**src/rtl/gfx_cmd_processor.sv**
```systemverilog
// Graphics command processor: fetches a command list from DRAM in refills of
// FETCH_REQS requests and issues FILL commands to the frame filler and LINE commands to the line engine.
module gfx_cmd_processor #(
    parameter int FETCH_REQS = 2,
    parameter int COLOR_W    = 24
) (
    input  logic         clk,
    input  logic         rst,
    input  logic [31:0]  GP_CODE,
    input  logic [31:0]  GP_FRAME,
    input  logic         GP_valid,
    output logic         busy,
    output logic         done,
    output logic         err,
    input  logic         LE_ready,
    output logic [31:0]  LE_color,
    output logic [9:0]   LE_point,
    output logic         LE_color_valid,
    output logic         LE_x0_valid,
    output logic         LE_y0_valid,
    output logic         LE_x1_valid,
    output logic         LE_y1_valid,
    output logic         LE_trigger,
    output logic [31:0]  LE_frame,
    input  logic         FF_ready,
    output logic         FF_valid,
    output logic [23:0]  FF_color,
    output logic [31:0]  FF_frame,
    input  logic         af_full,
    output logic         af_wr_en,
    output logic [30:0]  af_addr_din,
    input  logic         rdf_valid,
    input  logic [127:0] rdf_dout,
    output logic         rdf_rd_en,
    output logic [2:0]   dbg_state
);
    localparam int NW    = 8 * FETCH_REQS;
    localparam int NB    = 2 * FETCH_REQS;
    localparam int IDX_W = $clog2(NW);
    localparam int PC_W  = IDX_W + 1;
    localparam int BC_W  = $clog2(NB) + 1;
    localparam int RC_W  = $clog2(FETCH_REQS) + 1;

    typedef enum logic [2:0] {IDLE, REQ, READ, DECODE, FILL, LINE} state_t;

    state_t          state;
    logic [31:0]     frame_q;
    logic [30:0]     fetch_addr;
    logic [RC_W-1:0] rcnt;
    logic [BC_W-1:0] bcnt;
    logic [PC_W-1:0] pc;
    logic [2:0]      elem;
    logic            line_pending;
    logic [31:0]     cmd_buf [NW];
    logic [31:0]     cur_word;
    logic            buf_empty;
    logic            unused_bits;

    // Only the 21-bit word-pair index of the command address is ever fetched.
    assign unused_bits = ^{GP_CODE[31:24], GP_CODE[2:0]};

    // Strict valid/ready: a DRAM address moves when af_wr_en is high (af_full low),
    // a read beat moves when rdf_rd_en is high (rdf_valid high); both only outside reset.
    assign af_wr_en    = (state == REQ) && !af_full && !rst;
    assign rdf_rd_en   = (state == READ) && rdf_valid && !rst;
    assign af_addr_din = fetch_addr;
    assign busy        = (state != IDLE) && !rst;
    assign LE_frame    = frame_q;
    assign FF_frame    = frame_q;
    assign dbg_state   = state;

    assign buf_empty = (pc == PC_W'(NW));

    always_comb begin
        cur_word = '0;
        if (!buf_empty) cur_word = cmd_buf[pc[IDX_W-1:0]];
    end

    always_ff @(posedge clk) begin
        if (rdf_rd_en) begin
            for (int k = 0; k < 4; k++) begin
                cmd_buf[{bcnt[IDX_W-3:0], 2'(k)}] <= rdf_dout[32*k +: 32];
            end
        end
    end

    always_ff @(posedge clk) begin
        if (rst) begin
            state          <= IDLE;
            rcnt           <= '0;
            bcnt           <= '0;
            pc             <= '0;
            elem           <= '0;
            line_pending   <= 1'b0;
            done           <= 1'b0;
            err            <= 1'b0;
            FF_valid       <= 1'b0;
            LE_color_valid <= 1'b0;
            LE_x0_valid    <= 1'b0;
            LE_y0_valid    <= 1'b0;
            LE_x1_valid    <= 1'b0;
            LE_y1_valid    <= 1'b0;
            LE_trigger     <= 1'b0;
        end else begin
            done           <= 1'b0;
            FF_valid       <= 1'b0;
            LE_color_valid <= 1'b0;
            LE_x0_valid    <= 1'b0;
            LE_y0_valid    <= 1'b0;
            LE_x1_valid    <= 1'b0;
            LE_y1_valid    <= 1'b0;
            LE_trigger     <= 1'b0;
            case (state)
                IDLE: begin
                    if (GP_valid) begin
                        frame_q      <= GP_FRAME;
                        fetch_addr   <= {10'b0, GP_CODE[23:3]};
                        err          <= 1'b0;
                        rcnt         <= '0;
                        bcnt         <= '0;
                        pc           <= '0;
                        elem         <= '0;
                        line_pending <= 1'b0;
                        state        <= REQ;
                    end
                end
                REQ: begin
                    if (!af_full) begin
                        fetch_addr <= fetch_addr + 31'd4;
                        rcnt       <= rcnt + RC_W'(1);
                        if (rcnt == RC_W'(FETCH_REQS - 1)) begin
                            rcnt  <= '0;
                            state <= READ;
                        end
                    end
                end
                READ: begin
                    if (rdf_valid) begin
                        bcnt <= bcnt + BC_W'(1);
                        if (bcnt == BC_W'(NB - 1)) begin
                            bcnt  <= '0;
                            pc    <= '0;
                            state <= DECODE;
                        end
                    end
                end
                DECODE: begin
                    if (buf_empty) begin
                        state <= REQ;
                    end else if (line_pending) begin
                        state <= LINE;
                    end else begin
                        case (cur_word[31:24])
                            8'h00: begin
                                done  <= 1'b1;
                                state <= IDLE;
                            end
                            8'h01: begin
                                if (FF_ready && LE_ready) begin
                                    FF_valid <= 1'b1;
                                    FF_color <= 24'(cur_word[COLOR_W-1:0]);
                                    pc       <= pc + PC_W'(1);
                                    state    <= FILL;
                                end
                            end
                            8'h02: begin
                                if (FF_ready && LE_ready) begin
                                    LE_color_valid <= 1'b1;
                                    LE_color       <= 32'(cur_word[COLOR_W-1:0]);
                                    pc             <= pc + PC_W'(1);
                                    elem           <= 3'd1;
                                    line_pending   <= 1'b1;
                                    state          <= LINE;
                                end
                            end
                            default: begin
                                err <= 1'b1;
                                pc  <= pc + PC_W'(1);
                            end
                        endcase
                    end
                end
                FILL: state <= DECODE;
                LINE: begin
                    // A point word past the buffer end parks the line until the next refill.
                    if (buf_empty) begin
                        state <= REQ;
                    end else begin
                        case (elem)
                            3'd1: begin
                                LE_x0_valid <= 1'b1;
                                LE_point    <= cur_word[25:16];
                                elem        <= 3'd2;
                            end
                            3'd2: begin
                                LE_y0_valid <= 1'b1;
                                LE_point    <= cur_word[9:0];
                                pc          <= pc + PC_W'(1);
                                elem        <= 3'd3;
                            end
                            3'd3: begin
                                LE_x1_valid <= 1'b1;
                                LE_point    <= cur_word[25:16];
                                elem        <= 3'd4;
                            end
                            3'd4: begin
                                LE_y1_valid  <= 1'b1;
                                LE_trigger   <= 1'b1;
                                LE_point     <= cur_word[9:0];
                                pc           <= pc + PC_W'(1);
                                elem         <= 3'd0;
                                line_pending <= 1'b0;
                                state        <= DECODE;
                            end
                            default: begin
                                elem         <= 3'd0;
                                line_pending <= 1'b0;
                                state        <= DECODE;
                            end
                        endcase
                    end
                end
                default: state <= IDLE;
            endcase
        end
    end
endmodule
```
**config.mk**
```make
export PLATFORM = sky130hd
export DESIGN_NAME = gfx_cmd_processor
export DESIGN_NICKNAME = d
export VERILOG_FILES = /design/src/rtl/gfx_cmd_processor.sv
export SDC_FILE = /design/constraint.sdc
export NUM_CORES = 1
export LEC_CHECK = 0
export ABC_AREA = 0
export BUFFER_PORTS_ARGS = -buffer_cell sky130_fd_sc_hd__buf_4
export CORE_MARGIN = 2
export CORE_UTILIZATION = 56
export CTS_CLUSTER_DIAMETER = 30
export CTS_CLUSTER_SIZE = 14
export DETAILED_ROUTE_END_ITERATION = 6
export PLACE_DENSITY = 0.87
export SETUP_SLACK_MARGIN = 0.1
export SLEW_MARGIN = 20
export SYNTH_ARGS = -nofsm -noshare
export SYNTH_HDL_FRONTEND = slang
export SYNTH_SLANG_ARGS = --single-unit
```
**constraint.sdc**
```tcl
create_clock -name clk -period 6.71 [get_ports clk]
set_input_delay 1.342 -clock clk [delete_from_list [all_inputs] [get_ports clk]]
set_output_delay 1.342 -clock clk [all_outputs]
set_load 0.02 [all_outputs]
```
# == After elaboration in Yosys (flattened, before gate mapping) ==
# Memory sizes are Yosys's and may differ from the RTL's. A register that Yosys moved wholly into a read port is not among the register bits.
# Cells that the tools add are included.
# word_totals
n_memories,1
inputBits,199
output_inout_bits,176
mem_bits_rw,512
wordCells,164
ff_bits,146
# mem_list
name,depth,width,read_ports,rd_clocked_by_memory_dff,wr,line,text
cmd_buf,16,32,1,1,4,54,logic [31:0] cmd_buf [NW];
# classes
muxes,64
n_eq_ne,33
n_addsub,4
reduce_logical,37
n_bitwise,6
# ops
operator,count
two-way mux 31 bit,2
case mux 31 bit (2 select lines),1
two-way mux 3 bit,19
two-way mux 5 bit,8
two-way mux 32 bit,1
"adder 31 x 3 -> 31 bit, second input constant",1
case mux 3 bit (3 select lines),3
"!= test 2 bit, second input constant",12
case mux 10 bit (2 select lines),1
case mux 5 bit (4 select lines),1
case mux 3 bit (6 select lines),1
two-way mux 1 bit,17
"equality test 3 x 2 -> 1 bit, second input constant",5
AND reduction 6 bit,2
"!= test 5 bit, second input constant",2
case mux 5 bit (2 select lines),1
AND reduction 10 bit,1
AND reduction 5 bit,2
"equality test 3 bit, second input constant",3
AND reduction 3 bit,3
AND reduction 9 bit,1
OR reduction 3 bit,3
"equality test 8 x 1 -> 1 bit, second input constant",1
"equality test 8 x 2 -> 1 bit, second input constant",1
other kinds (28),52

# == Longest topological paths before layout ==
# Gate-level depths: netlist of run 1.
# logic_depth
ltp_word,10
ltp_mapped,11
ltp_nobuf,10

# == Worst setup path after synthesis of run 1 ==
# OpenSTA, ideal clock, no wires.
# synth_timing
path_kind,input to register
from,in rst
to,mem cmd_buf[12][0] (enable)
required_ns,6.207
n_path_buf,1
path_stages,3
slack_ns,1.577
setup_ns,0.503
arrival_ns,4.630
path_cell_list,buf_2 -> clkinv_1 -> and3_1
# synth_lines
item,line,text
"start, declared",8,"input logic rst,"
"end, declared",54,

==> results of run 1 <==
[per-layer routing]
metal	track usage, %	share of wire, %	wire [um]	vias up
li1	-	-	-	6132
met3	6.29	9.1	5660	142
met2	45.7	52	32300	856
met5	0	0.040	25	-
met1	32.5	36	22300	7337
met4	11.5	3.5	2190	4
[where the power goes]
part / internal [uW] / switching (uW) / total, uW
clock: 3550 / 2000 / 5550
combinational: 179 / 233 / 412
sequential: 4580 / 41.7 / 4630
total: 8310 / 2280 / 10600
[sequential cells by signal, indices dropped and copies added, names as in the netlist, 2 cells and up, named ones only]
register and count:
bcnt 3, af_addr_din 31, rcnt 2, LE_point 10, dbg_state 3, FF_frame 32, elem 3, FF_color 24
pc 5, LE_color 24, cmd_buf 512
[cell type report]
type	instances	share of cell area (%)
Tap cell	600	2.31
Multi-Input combinational cell	546	17.0
Sequential cell	662	60.3
Inverter	14	0.162
Clock buffer	121	8.73
Timing Repair Buffer	374	8.72
Clock inverter	88	2.79
Antenna cell	2	0.0154
[worst register-to-register path, cell delays in order (launching register included)]
cell and delay [ns]:
dfxtp_4 0.83, buf_4 0.86, mux4_2 0.47, mux4_2 0.60, nor2_1 0.19, nand4_1 0.21, nor2_4 0.87
[stage by stage]
stage | setup WS, ns | cells | instance area (um^2)
global placement | 2.38 | 2196 | 28800
global route | 2.07 | 2407 | 32500
floorplan | 1.58 | 1318 | 25700
detailed placement | 2.30 | 2196 | 28800
finish | 2.27 | 2407 | 32500
CTS | 2.26 | 2405 | 32500
[kinds of logic (layout without fill, tap and decap cells)]
family,count (synthesis),count (layout)
flip-flops,662,662
AND/OR/NAND/NOR,269,269
multiplexers,141,141
buffers and inverters,110,597
AO/OA/AOI/OAI,93,93
XOR/XNOR,27,27
adder cells (fa/ha/maj),8,8
other,1,10
[worst min-delay path by stage]
stage	startpoint	end	slack, ns	depth (start not counted)
after floorplan	rcnt[1]	rcnt[1]	0.44	1
after global placement	rcnt[1]	rcnt[1]	0.45	1
after detailed placement	rcnt[1]	rcnt[1]	0.47	1
after CTS	rcnt[1]	rcnt[1]	0.47	1
after global routing	rcnt[1]	rcnt[1]	0.50	1
final	rcnt[1]	rcnt[1]	0.47	1
[cell usage in the layout (no fill, tap or decap), types with 10 or more instances in the layout]
cell type   synthesis  routed
a21oi_1            15      14
and2_1             27      27
buf_4              42     372
bufinv_16           0      12
clkbuf_16           0     112
clkinv_1            1      16
clkinv_2            0      15
clkinvlp_4          0      19
dfxtp_1            29      25
edfxtp_1          633     633
inv_1              13      13
inv_6               0      13
mux4_2            126     126
nand2_1            47      47
nand2b_1           10      10
nand3_1            22      22
nor2_1             58      56
nor3_1             27      26
nor4_1             23      22
o21ai_0            25      25
xnor2_1            13      13
xor2_1             14      14
==> results.toml, run 1 <==
[run_status]
run_status = "finished, final reports clean"

[setup_path]
cp_num_cells = 6
critPathLaunchType = "flip-flop"
r2r_setup_slack_ns = 2.27
cp_common_cell = "mux4_2"
endpoint_kind = "flip-flop"
worstPathArrival_ns = 4.69
cp_top_family = "simple AND/OR/NAND/NOR gates"
crit_buf_inv = 1
worst_path_max_delay_cell = "nor2_4"
path_cells = "buf_4 > mux4_2 > mux4_2 > nor2_1 > nand4_1 > nor2_4"
critical_path_class = "reg2reg"
cp.required_ns = 6.96
r2r_cells = 6
r2r-end = "LE_color[18]"
cp-endpoint = "LE_color[18]"
max_stage_delay_ns = 0.87
crit_fanout = 65

[detailed_routing]
drt-initial-drc-count = 1367
routed_wl_mm = 62.5
vias_per_cell = 6.01
ant_nets = 0
routedWlPerCell_um = 26.0
num_vias = 14500
drc_errors = 0
first_pass_iters = 6

[global_route]
antenna_found_initial = 4
grtUsageTotal_pct = 26.6
grt_max_degree = 100
grt_overflow = 0
grt_pass1_vias = 15000
grt_pass1_wl_mm = 92.9

[synthesis]
ys_warn_count = 0
async_flop_share_pct = 0
synth_area_per_cell_um2 = 19.5
synth_compound_area_share_pct = 2.61
synth_cells = 1311
synthTopCellsByCount = "633 x edfxtp_1, 126 x mux4_2, 58 x nor2_1"
netlist_top_cells_area = "edfxtp_1 74%, mux4_2 11%, dfxtp_1 2.3%, buf_4 1.2%, nor2_1 0.85%"
yosysTopAreaCell = "edfxtp_1"
synth_top_area_share_pct = 74.2
syn_area_um2 = 25600
muxShareOfSynthArea_pct = 11.8
synthXorXnorAreaFrac_pct = 0.923
synthFlopType = "edfxtp_1"
synthAdderAreaFrac_pct = 0.386
yosysSeqAreaShare_pct = 76.4
synth_simple_gate_area_share_pct = 5.46
synthMostInstantiatedCell = "edfxtp_1"
synth_top_family_by_area = "multiplexers"
yosysUniqueCellTypes = 70
synth_edf_count = 633
ys_ff_latch = 662

[clock_tree]
postCtsSetupBuffers = 0
numClockSinks = 662
htree_levels = 3
path_clk_slew_ns = 0.05
cts_tree = "yes"
clk_latency_ns = 0.65
cts_buffers = 111
cts_buffer_depth = 3
cts-root-buf = "clkbuf_16"
hold_buffers = 0
cts_resized = 0

[job]
max_cap_violations = 0

[placed_design]
io_buffers = 355
gp_congestion = 0.904
dp_hpwl_mm = 37.5

[pwr]
power_uw = 10600
power_density_nw_per_um2 = 326
leakage_uw = 0.0111
ir_worst_vdd_mv = 0.301

[die]
initial_core_util_pct = 56.6
rows = 78
coreArea_um2 = 45300
num_io_pins = 375
dieHeight_um = 218
die-area_um2 = 47500
dieWidth_um = 218

[cells_and_area]
seqCellArea_um2 = 19600
fin_util_pct = 71.8
drive_above_1_share_pct = 40.0
area_growth_pct = 26.8
fin_nets = 1915
fill_cells = 2614
multiInputGateArea_um2 = 5520

[sta]
hold_slack_ns = 0.470
setup_tns_ns = 0
finalHoldViolCount = 0
fin_worst_skew_ns = 0.0246
timing.fmax_ghz = 0.225
period_share_pct = 66.2
setup_viol_count_final = 0
fin_crit_ns = 4.44
rsz0062_at_grt = "false"
slew_violations = 0
relSlewSlack_pct = 24.1
tightestPinTransition_ns = 1.14

[min_path]
holdCritPathClass = "reg2reg"
Note: power is estimated with default switching activity, not from simulation.
==> inputs of run 2 (changes only) <==
- ABC_AREA: 0 -> 1
- CORE_UTILIZATION: 56 -> 52
- PLACE_DENSITY: 0.87 -> 0.85
- clock period: 6.71 -> 3.8 ns (I/O delays scaled with it)
==> results.toml, run 2 <==
[setup_path]
crit_fanout = 96
cp_top_family = "buffers and inverters"
worst_path_max_delay_cell = "buf_4"
critPathLaunchType = "flip-flop"
r2r-end = "LE_color[5]"
critical_path_class = "reg2reg"
max_stage_delay_ns = 0.83
cp.required_ns = 4.30
r2r_cells = 7
worstPathArrival_ns = 3.74
r2r_setup_slack_ns = 0.57
path_cells = "clkinv_2 > buf_4 > o21ai_0 > o221ai_1 > nand3_1 > a21oi_1 > buf_4"
endpoint_kind = "flip-flop"
crit_buf_inv = 3
cp_common_cell = "buf_4"

[cells_and_area]
multiInputGateArea_um2 = 5810
drive_above_1_share_pct = 26.2
seqCellArea_um2 = 19600
fill_cells = 3259
layout_common_cells = "633 x edfxtp_1, 377 x buf_4, 298 x nor2_1, 235 x o21ai_0, 189 x nand2_1"
fin_nets = 2600
largest_reg_flops = 512
layout_commonest_cell = "edfxtp_1"
area_growth_pct = 27.4

[sta]
fin_crit_ns = 3.23
setup_viol_count_final = 0
setup_tns_ns = 0
finalHoldViolCount = 0
timing.fmax_ghz = 0.309
relSlewSlack_pct = 31.8
fin_ws_ns = 0.566
period_share_pct = 85.1
slew_violations = 0
rsz0062_at_grt = "false"
tightestPinTransition_ns = 1.02
fin_worst_skew_ns = 0.0529

[placed_design]
io_buffers = 355
dp_hpwl_mm = 43.8
gp_congestion = 0.920
post-place-ws_ns = 0.709

[clock_tree]
cts_buffers = 112
cts_tree = "yes"
path_clk_slew_ns = 0.05
clk_latency_ns = 0.68
cts_resized = 0
postCtsSetupBuffers = 0
cts_buffer_depth = 3
hold_buffers = 0
cts-root-buf = "clkbuf_16"
htree_levels = 3
numClockSinks = 662

[detailed_routing]
num_vias = 18500
drc_errors = 0
routed_wl_mm = 71.7
drt-initial-drc-count = 1899
routedWlPerCell_um = 22.6
wl_met3_mm = 7.66
ant_nets = 0
wl_met2_mm = 36.1
wl_met1_mm = 24.3
first_pass_iters = 6
vias_per_cell = 5.84
highest_layer = "met4"

[global_route]
grt_overflow = 0
grt_pass1_vias = 18800
antenna_found_initial = 6
grt_max_degree = 153
grtUsageTotal_pct = 26.6
grt_pass1_wl_mm = 107

[synthesis]
async_flop_share_pct = 0
synth_cells = 2030
synth_top_area_share_pct = 71.7
syn_area_um2 = 26500
ys_ff_latch = 662
synthFlopType = "edfxtp_1"
yosysTopAreaCell = "edfxtp_1"
synth_area_per_cell_um2 = 13.1
synthTopCellsByCount = "633 x edfxtp_1, 309 x nor2_1, 235 x o21ai_0"
synth_edf_count = 633
yosysUniqueCellTypes = 49
ys_warn_count = 0
synthMostInstantiatedCell = "edfxtp_1"
netlist_top_cells_area = "edfxtp_1 72%, o21ai_0 4.4%, nor2_1 4.4%, nand2_1 2.7%, o221ai_1 2.4%"
yosysSeqAreaShare_pct = 73.9

[die]
dieHeight_um = 230
dieWidth_um = 230
coreArea_um2 = 50300
die-area_um2 = 52800
rows = 82
initial_core_util_pct = 52.8
num_io_pins = 375

[pwr]
leakage_uw = 0.0123
power_density_nw_per_um2 = 722
ir_worst_vdd_mv = 0.464

[job]
max_cap_violations = 0

[min_path]
holdCritPathClass = "in2reg"
min_from = "GP_FRAME[9]"
hold_path_depth = 1
holdPathEnd = "FF_frame[9]"

[run_status]
run_status = "finished, final reports clean"
==> run 2: cell families after synthesis <==
kind of cell | count (synthesis) | share of synthesized area (%)
adders and majority gates | 7 | 0.330
other | 1 | 0.0141
AOI/OAI and AO/OA | 415 | 9.35
DFF | 662 | 73.9
muxes | 8 | 0.340
xor gates and xnor gates | 17 | 0.561
and+or+nand+nor | 673 | 10.9
buffers and inverters | 247 | 4.62
==> run 2: power by group <==
group          total, uW  switching, uW  internal, uW
sequential          8950            302          8650
combinational       4960           3430          1530
clock              10500           3790          6690
==> run 2: how the worst max path moves through the flow <==
stage	start	endpoint	slack, ns	cells past startpoint
5_1_grt	dbg_state[0]	af_wr_en	0.41	7
2_1_floorplan	rst	cmd_buf[0][0]	0.11	4
3_5_place_dp	flip-flop	LE_point[6]	0.71	7
4_1_cts	dbg_state[0]	af_wr_en	0.59	7
3_3_place_gp	flip-flop	LE_point[8]	0.82	8
6_report	flip-flop	LE_color[5]	0.57	7
==> run 2: metrics by stage <==
stage | hold WS, ns | area (um^2) | std cells | total power [uW] | utilization, %
3_5_place_dp | 0.442 | 29800 | 2952 | 13900 | 59.2
6_report | 0.261 | 33800 | 3173 | 24400 | 67.2
2_1_floorplan | 0.415 | 26600 | 2037 | 12200 | -
3_3_place_gp | 0.425 | 29800 | 2952 | 13700 | 59.2
5_1_grt | 0.239 | 33800 | 3169 | 25200 | 67.2
4_1_cts | 0.223 | 33800 | 3165 | 24400 | 67.2
==> run 2: worst register-to-register path, cell delays in order, from the launching register on <==
cell and delay (ns):
dfxtp_4 0.34, clkinv_2 0.26, buf_4 0.84, o21ai_0 0.43, o221ai_1 0.35, nand3_1 0.13
a21oi_1 0.50, buf_4 0.25
==> run 2: layout make-up <==
cell class	count	area share, %
Antenna cell	8	0.0592
Inverter	98	1.12
Clock buffer	119	8.37
Multi-Input combinational cell	1128	17.2
Sequential cell	662	58.0
Timing Repair Buffer	392	9.26
Clock inverter	94	3.53
Tap cell	672	2.49
==> run 2: per-layer routing <==
metal  vias up  track usage [%]
met3       254             6.41
met4         0             15.2
met5         -                0
met1      8804             30.5
met2      1316             45.8
li1       8151                -
==> inputs of run 3 (changes only) <==
- CORE_UTILIZATION: 52 -> 25
- PLACE_DENSITY: 0.85 -> 0.52
==> results.toml, run 3 (synthesized netlist as in run 2, its figures left out) <==
[placed_design]
dp_hpwl_mm = 49.4
io_buffers = 355
dp_cells = 3686
gp_congestion = 0.774

[job]
max_cap_violations = 0

[pwr]
leakage_uw = 0.0131
power_density_nw_per_um2 = 782
switchingPower_uw = 8440
swShare_pct = 29.6
power.internal_uw = 20000
pwr-share-comb_pct = 18.6
clock_power_share_pct = 49.9
p_seq_share_pct = 31.5
ir_worst_vdd_mv = 0.373

[global_route]
grt_pass1_wl_mm = 112
antenna_found_initial = 13
grt_max_degree = 129
grt_pass1_vias = 17700
grtUsageTotal_pct = 14.1
grt_overflow = 0

[clock_tree]
numClockSinks = 662
cts_tree = "yes"
cts_resized = 0
cts_buffer_depth = 3
path_clk_slew_ns = 0.05
cts-root-buf = "clkbuf_16"
htree_levels = 4
hold_buffers = 0
postCtsSetupBuffers = 0
clk_latency_ns = 0.76
cts_buffers = 154

[setup_path]
crit_fanout = 76
cp.required_ns = 4.28
critical_path_class = "reg2reg"
worstPathArrival_ns = 3.39
endpoint_kind = "flip-flop"
critPathLaunchType = "flip-flop"

[die]
dieWidth_um = 330
num_io_pins = 375
dieHeight_um = 330
die-area_um2 = 109000
initial_core_util_pct = 25.2
coreArea_um2 = 105000
rows = 119

[sta]
tightestPinTransition_ns = 0.944
period_share_pct = 76.4
rsz0062_at_grt = "false"
setup_tns_ns = 0
timing.fmax_ghz = 0.344
setup_viol_count_final = 0
finalHoldViolCount = 0
slew_violations = 0
fin_worst_skew_ns = 0.0600
relSlewSlack_pct = 37.0
fin_crit_ns = 2.90

[detailed_routing]
num_vias = 17700
routedWlPerCell_um = 19.6
vias_per_cell = 4.46
routed_wl_mm = 77.7
first_pass_iters = 5
drc_errors = 0
drt-initial-drc-count = 1209
ant_nets = 0

[cells_and_area]
fin_nets = 2657
drive_above_1_share_pct = 28.6
finalNonFillerCells = 3974
layout_common_cells = "633 x edfxtp_1, 396 x buf_4, 298 x nor2_1, 235 x o21ai_0, 189 x nand2_1"
layout_commonest_cell = "edfxtp_1"
largest_reg_flops = 512
area_growth_pct = 37.4

[min_path]
holdCritPathClass = "in2reg"

[run_status]
run_status = "finished, final reports clean"
-- run 3: cell types whose count changed in the layout (fill, tap and decap cells not counted), sizes merged, moves of 3 or more --
cell	change
buf	+15
clkinv	+5
bufinv	+12
diode	-7
clkinvlp	+3
clkbuf	+55
-- run 3: layout make-up --
class | count | area (um^2)
inverter | 98 | 378
timing repair buffer | 407 | 3190
tap | 1391 | 1740
clock inverter | 113 | 1720
clock buffer | 174 | 4000
multi-input combinational | 1128 | 5810
fill | 10300 | 68800
sequential | 662 | 19600
antenna | 1 | 2.50
-- run 3: final timing paths --
path / start / to / slack (ns) / depth (start not counted)
max: flip-flop / LE_color[11] / 0.90 / 6
min: GP_FRAME[10] / FF_frame[10] / 0.20 / 1
max reg2reg: flip-flop / LE_color[11] / 0.90 / 6
min reg2reg: bcnt[2] / bcnt[2] / 0.44 / 2
-- run 3: critical path, cell delays in order (launching register included) --
cell and delay [ns]:
dfxtp_4 0.46, inv_6 0.54, buf_4 0.63, nor2_1 0.09
o221ai_1 0.20, o211ai_1 0.13, a21oi_1 0.49
-- run 3: through the flow --
stage	util, %	setup WS, ns	instance area (um^2)	total power (uW)	hold WS, ns
finish	34.6	0.895	36400	28500	0.197
global route	34.6	0.601	36400	29700	0.149
detailed placement	29.2	0.826	30700	14500	0.429
global placement	29.2	0.842	30700	14500	0.428
floorplan	-	0.108	26600	12200	0.415
CTS	34.6	0.831	36400	28900	0.131
-- run 3: power by group through the flow --
stage,registers [uW],logic [uW],clock network (uW)
floorplan,9240,2930,0
global placement,9100,5380,0
detailed placement,9100,5400,0
CTS,8980,5430,14500
global route,9020,5850,14900
finish,8970,5310,14200
-- run 3: routing by layer --
layer	vias to the layer above	GRT usage, %	wire length, um
met5	-	0	89
met4	12	6.24	2440
met3	164	4.23	6330
met2	683	22.4	36000
met1	8575	17.6	32800
li1	8280	-	-
